### config.mk
export PLATFORM = sky130hd
export DESIGN_NAME = srl16_fifo
export DESIGN_NICKNAME = d
export VERILOG_FILES = /design/src/rtl/srl16_fifo.sv
export SDC_FILE = /design/constraint.sdc
export NUM_CORES = 1
export LEC_CHECK = 0
export ABC_AREA = 1
export CAP_MARGIN = 0
export CORE_ASPECT_RATIO = 0.75
export CORE_MARGIN = 3
export CORE_UTILIZATION = 40
export CTS_CLUSTER_DIAMETER = 50
export DETAILED_ROUTE_END_ITERATION = 10
export PLACE_DENSITY_LB_ADDON = 0.08
export SLEW_MARGIN = 20
export SYNTH_ARGS = -nofsm -noshare
export SYNTH_HDL_FRONTEND = slang
export SYNTH_SLANG_ARGS = --single-unit
export TNS_END_PERCENT = 20
### constraint.sdc
create_clock -name CLK -period 10.7 [get_ports CLK]
set_clock_uncertainty 0.1 [all_clocks]
set_input_delay 1.07 -clock CLK [delete_from_list [all_inputs] [get_ports CLK]]
set_output_delay 1.07 -clock CLK [all_outputs]
set_load 0.05 [all_outputs]
### src/rtl/srl16_fifo.sv
`default_nettype none
// ============================================================================
//  Module   : srl16_fifo
//  Purpose  : First-word-fall-through FIFO built on a 16-entry shift-register
//             storage array (SRL16 style). Writes shift in at entry 0. The
//             oldest word sits at entry COUNT-1, which is also the read
//             address.
//  Ports    : CLK         clock, rising edge
//             CLR_N       asynchronous active-low reset
//             WR_EN       push request
//             WR_DATA     push data [WIDTH-1:0]
//             WR_READY    push will be accepted this cycle
//             RD_EN       pop request (acts only while RD_VALID=1)
//             RD_DATA     oldest entry, combinational from storage
//             RD_VALID    FIFO not empty
//             COUNT       occupancy 0..DEPTH [4:0]
//             FULL/EMPTY/ALMOST_FULL  registered occupancy flags
//             OVFL/UDFL   sticky error flags (only with SRL16_FIFO_ERR_EN)
//  Options  : `define SRL16_FIFO_ERR_EN adds the OVFL/UDFL ports.
//  Revision : 1.0  initial release
// ============================================================================
module srl16_fifo #(
  parameter int WIDTH     = 8,
  parameter int DEPTH     = 16,
  parameter int AFULL_LVL = 12
) (
  input  logic             CLK,
  input  logic             CLR_N,
  input  logic             WR_EN,
  input  logic [WIDTH-1:0] WR_DATA,
  output logic             WR_READY,
  input  logic             RD_EN,
  output logic [WIDTH-1:0] RD_DATA,
  output logic             RD_VALID,
  output logic [4:0]       COUNT,
  output logic             FULL,
  output logic             EMPTY,
`ifdef SRL16_FIFO_ERR_EN
  output logic             OVFL,
  output logic             UDFL,
`endif
  output logic             ALMOST_FULL
);

  localparam logic [4:0] c_DEPTH = 5'(DEPTH);
  localparam logic [4:0] c_AFULL = 5'(AFULL_LVL);

  // Storage is always 16 entries like the primitive; DEPTH only limits
  // occupancy, so the 4-bit address never indexes past the array.
  logic [WIDTH-1:0] data_q [16];

  logic [4:0] count_q, count_d;
  logic       full_q, empty_q, afull_q, valid_q;
  logic       w_push, w_pop;
  logic [3:0] w_addr;

  assign WR_READY = ~full_q | RD_EN;
  assign w_push   = WR_EN & WR_READY;
  assign w_pop    = RD_EN & valid_q;

  // At COUNT=16 the low nibble is 0, and 0-1 wraps to 15, which is correct.
  assign w_addr   = (count_q == 5'd0) ? 4'd0 : (count_q[3:0] - 4'd1);
  assign RD_DATA  = data_q[w_addr];

  always_comb begin
    count_d = count_q;
    if (w_push && !w_pop) begin
      count_d = count_q + 5'd1;
    end else if (w_pop && !w_push) begin
      count_d = count_q - 5'd1;
    end
  end

  // Shift storage: no reset, matching SRL primitive behaviour.
  always_ff @(posedge CLK) begin
    if (w_push) begin
      data_q[0] <= WR_DATA;
      for (int i = 1; i < 16; i++) begin
        data_q[i] <= data_q[i-1];
      end
    end
  end

  // Flags are decoded from the next count and registered, so they change
  // only on the clock edge together with COUNT.
  always_ff @(posedge CLK or negedge CLR_N) begin
    if (!CLR_N) begin
      count_q <= 5'd0;
      full_q  <= 1'b0;
      empty_q <= 1'b1;
      afull_q <= 1'b0;
      valid_q <= 1'b0;
    end else begin
      count_q <= count_d;
      full_q  <= (count_d == c_DEPTH);
      empty_q <= (count_d == 5'd0);
      afull_q <= (count_d >= c_AFULL);
      valid_q <= (count_d != 5'd0);
    end
  end

  assign COUNT       = count_q;
  assign FULL        = full_q;
  assign EMPTY       = empty_q;
  assign ALMOST_FULL = afull_q;
  assign RD_VALID    = valid_q;

`ifdef SRL16_FIFO_ERR_EN
  logic ovfl_q, udfl_q;

  // Sticky until reset; purely observational, never gates FIFO state.
  always_ff @(posedge CLK or negedge CLR_N) begin
    if (!CLR_N) begin
      ovfl_q <= 1'b0;
      udfl_q <= 1'b0;
    end else begin
      if (WR_EN && !WR_READY) ovfl_q <= 1'b1;
      if (RD_EN && !valid_q)  udfl_q <= 1'b1;
    end
  end

  assign OVFL = ovfl_q;
  assign UDFL = udfl_q;
`endif

endmodule
`default_nettype wire

### Yosys cells after proc, flatten, opt, wreduce, memory -nomap -nowiden

Memories as Yosys holds them, arrays and structs flattened.
Cells that the tools add are included.

* register bits: 9
* memory bits (writable): 128
* memories kept: 1
* logic and storage cells: 27

* reduce and logical (&&, ||, !) cells: 7
* equality and inequality tests: 1
* $add $sub $neg: 3
* bitwise logic cells: 4
* muxes and demuxes: 5
* $lt $le $gt $ge: 1

Memories
* data_q: words 16, bits a word 8, rd ports 16, clocked after memory_dff 0, wr ports 16, RTL line 50 `logic [WIDTH-1:0] data_q [16];`

Operators by type and width (count)
* 5-bit logical NOT: 2
* 5-bit 2-to-1 mux: 2
* 5-bit by 1-bit adder with 5-bit output (second input constant): 1
* 5-bit equality test (second input constant): 1
* 5-bit by 4-bit greater-or-equal comparator with 1-bit output (second input constant): 1
* 5-bit nonzero test: 1
* 5-bit by 1-bit subtractor with 5-bit output (second input constant): 1
* 4-bit 2-to-1 mux: 1
* 4-bit by 1-bit subtractor with 4-bit output (second input constant): 1
* 1-bit AND: 2
* 1-bit logical AND: 2
* 1-bit logical NOT: 2
* 1-bit 2-to-1 mux: 2
* 1-bit inverter: 1
* 1-bit bitwise OR: 1

### Longest topological paths before layout

* depth in word-level cells: 8
* mapped depth: 13
* gate-level depth less buffers: 10

### Least setup slack after synthesis

Ideal clock, no wire load.

* kind: input-to-reg
* start: input RD_EN
* end: register empty_q, in the netlist EMPTY
* arrival time: 5.063 ns
* buffers on the path: 0
* stages on the path: 9
* slack: 5.470 ns
* cell sequence: inv_1 nand2_1 nand2_1 inv_1 nand2_1 nand2_1 xor2_1 nand3_1 nor2_1

* longest elaborated chain between the ends: 7

RTL lines
* from (decl): RTL line 32 `input logic RD_EN,`
* 1-bit bitwise OR (*): RTL line 57 `assign WR_READY = ~full_q | RD_EN;`
* via WR_READY: RTL line 31 `output logic WR_READY,`
* 1-bit AND (*): RTL line 58 `assign w_push = WR_EN & WR_READY;`
* via w_push: RTL line 54 `logic w_push, w_pop;`
* 1-bit logical NOT: RTL line 69 `end else if (w_pop && !w_push) begin`
* 1-bit logical AND: RTL line 69
* 5-bit 2-to-1 mux: RTL line 69
* 5-bit 2-to-1 mux (*): RTL line 67 `if (w_push && !w_pop) begin`
* 5-bit logical NOT (*): RTL line 96 `empty_q <= (count_d == 5'd0);`
* to (signal assigned): RTL line 96
* to (decl): RTL line 53 `logic full_q, empty_q, afull_q, valid_q;`

The timed path passes the listed nets; every way through them passes the cells marked *.

### Final worst setup path

* start: register count_q[0], in the netlist COUNT[0]
* end: output RD_DATA[4]

* longest elaborated chain between the ends: 3

RTL lines
* from (decl): RTL line 52 `logic [4:0] count_q, count_d;`
* from (signal assigned): RTL line 94 `count_q <= count_d;`
* 4-bit by 1-bit subtractor with 4-bit output or 5-bit logical NOT (tied branches): RTL line 62 `assign w_addr = (count_q == 5'd0) ? 4'd0 : (count_q[3:0] - 4'd1);`
* 4-bit 2-to-1 mux (*): RTL line 62
* memory read 16 x 8 bit (*)
* to (decl): RTL line 33 `output logic [WIDTH-1:0] RD_DATA,`

Every way passes the cells marked *; elsewhere a longest branch is shown, timed or not.

==> out/metrics.csv <==
metric,value,unit
cts repair resizes,0,
Clock Sinks,137,
dpl cell area,0.00648,sq mm
RSZ-0062 raised after global routing,no,
crit path kind,reg2out,
met3 routed WL,572,um
die area,0.0168,sq mm
share of cells above drive strength 1,0.0771,
WP data required,9.53,ns
"flops & latches, synth",137,
Post-Synthesis Cell Area,0.00610,sq mm
register area share after synthesis,0.667,
multi-input logic area,0.00155,sq mm
Synth Area in Adders,0.00410,
Top Metal Used,met4,
family with the most delay on the worst path,simple AND/OR/NAND/NOR gates,
H-tree Lvls,4,
number of vias per cell,4.92,
Hold Path End,data_q[8][7],
Slew HR,0.313,
area delta synth->final,15.1,%
CTS tree,done,
"Cell Chain, Critical Path",buf_4 -> inv_2 -> ha_1 -> nand3_4 -> nand2_2 -> nand3_1 -> nand3_1 -> nand3_1 -> nand2_1 -> clkdlybuf4s50_1,
setup bufs post-CTS,0,
"Reg clk slew, reported paths",0.06,ns
io pins,30,
Slew Limit Fails,0,
max incr delay on CP,1.08,ns
"Hold Violations, Final",0,
drt first-iter violations,408,
cts hold-fix bufs,0,
core footprint,0.0147,sq mm
reg2reg setup slack,8.24,ns
Synth Net Count,563,
Reg area,0.00407,sq mm
fillcell total,1348,
CP endpoint kind,output port,
Yosys warnings,0,
final std cells w/o fill,784,
# rows,38,
drt pass-1 iters,5,
"Distinct cells, synth",28,
wire length on met1,6.41,mm
Critical Path Start Type,register,
reg2reg path depth,4,
Post-DP HPWL,6.81,mm
clock latency on the worst-skew pair,0.42,ns
Die Y,113,um
CP bufs+invs,3,
Post-layout nets,585,
Max Cap Violations,0,
reg2reg end,data_q[7][7],
cell count after synthesis,549,
Total GRT Usage,0.156,
CP max stage cell,nand2_2,
f_max,178,MHz
# setup viols final,0,
r2r startpoint,FULL,
post-synthesis compound-gate area fraction,0.0258,
chip width,149,um
post-route antenna net violation count,0,
# DRC,0,
Hold Crit Depth,0,
total wire length,12.3,mm
Slew @ Worst Pin,1.03,ns
Initial Util,0.416,
WP data arrival,4.44,ns
period utilization,0.525,
initial antenna violation count,0,
"Min Clock Period, post-route",5.61,ns
n_diodes,0,
DR vias,3860,
Port Buffers,29,
Post-Synth XOR/XNOR Area,0.00574,
GP Congestion,0.807,
WL met2,5.13,mm
average wire per standard cell,15.7,um
vias in the first global route,3647,
placed cells,752,
status,finished clean,
CP most frequent cell,nand3_1,
largest family of logic cells by synthesized area,simple AND/OR/NAND/NOR gates,
Avg Inst Size Synth,11.1,sq um
pin count of the biggest net entering global routing,83,
root buf cell,clkbuf_16,
remaining global-route overflow,0,
TritonCTS Buffers,17,
first-pass GRT wire length,20.2,mm
simple-gate area share of the yosys netlist,0.218,
Final Cell Area,0.00703,sq mm
clk buf depth,2,
Setup TNS Final,0,ns
min-delay src,data_q[7][7],
post-synthesis mux area share,0,
CP max FO,68,
hold crit path type,reg2reg,
-- final cells by class --
type                            count  share of cell area
Sequential cell                   137               0.579
Multi-Input combinational cell    304               0.221
Clock buffer                       19              0.0616
Timing Repair Buffer               32              0.0445
Inverter                           79              0.0426
Tap cell                          200              0.0356
Clock inverter                     13              0.0157
-- placed cells by master, fill, tap and decap left out, types with 3 or more instances in the layout --
cell type / instances
inv_2: 3
buf_4: 3
nand2_2: 3
dfrtp_1: 8
nor2_1: 39
clkbuf_16: 17
inv_1: 73
nand3b_1: 24
o2111ai_1: 16
edfxtp_1: 128
or2_2: 9
nand2_1: 87
clkdlybuf4s50_1: 29
nand3_1: 113
clkinv_1: 10
xor2_1: 3
-- worst max path at each step --
stage / start / to / slack (ns) / cells after the start
floorplan: RD_EN / EMPTY / 5.47 / 9
global placement: COUNT[0] / RD_DATA[5] / 5.54 / 10
detailed placement: COUNT[0] / RD_DATA[4] / 5.46 / 10
CTS: COUNT[0] / RD_DATA[4] / 5.00 / 10
global route: COUNT[0] / RD_DATA[5] / 4.67 / 10
finish: COUNT[0] / RD_DATA[4] / 5.09 / 10
-- cell usage after synthesis (all sizes together) --
cell type  instances  share of area
dfrtp              8          0.033
xor2               3         0.0043
or2                9         0.0092
xnor2              1         0.0014
nand4              1         0.0010
o211ai             1         0.0012
o2111ai           16          0.023
edfxtp           128           0.63
nand2             90          0.057
nand3b            24          0.030
ha                 2         0.0041
a21oi              1        0.00082
inv               77          0.047
nor2              40          0.025
clkbuf             4         0.0025
nand3            115          0.097
clkinv             2         0.0012
dfstp              1         0.0043
buf               25          0.028
o21ai              1        0.00082
-- logic make-up (layout without fill, tap and decap cells) --
family                   Yosys count  count (layout)
AND/OR/NAND/NOR                  279             279
adder cells (fa/ha/maj)            2               2
AO/OA/AOI/OAI                     19              19
flip-flops                       137             137
XOR/XNOR                           4               4
buffers and inverters            108             143
-- routing by layer --
layer | GRT usage | vias up
met3 | 0.0432 | 12
met2 | 0.203 | 79
met1 | 0.247 | 1844
met4 | 0.0517 | 0
li1 | - | 1925
met5 | 0 | -
-- flip-flops by register name, summed over array words and instances (netlist names) --
register and cells:
ALMOST_FULL 1, COUNT 5, EMPTY 1, FULL 1, RD_VALID 1, data_q 128
-- per-stage QoR --
step / utilization / hold slack, ns / setup slack [ns]
6_report: 0.478 / 0.333 / 5.09
5_1_grt: 0.478 / 0.347 / 4.67
4_1_cts: 0.478 / 0.339 / 5.00
3_5_place_dp: 0.441 / 0.326 / 5.46
3_3_place_gp: 0.441 / 0.320 / 5.54
2_1_floorplan: - / 0.317 / 5.47
-- worst reg2reg max path, stage by stage, from the launching register on --
cell     delay [ns]
dfrtp_1        0.37
nand2_1        0.09
nand2_1        0.10
inv_4          0.45
buf_4          0.92
Power is not shown: default switching activity piles up to over one toggle a cycle in this logic, so the estimate is an artifact.
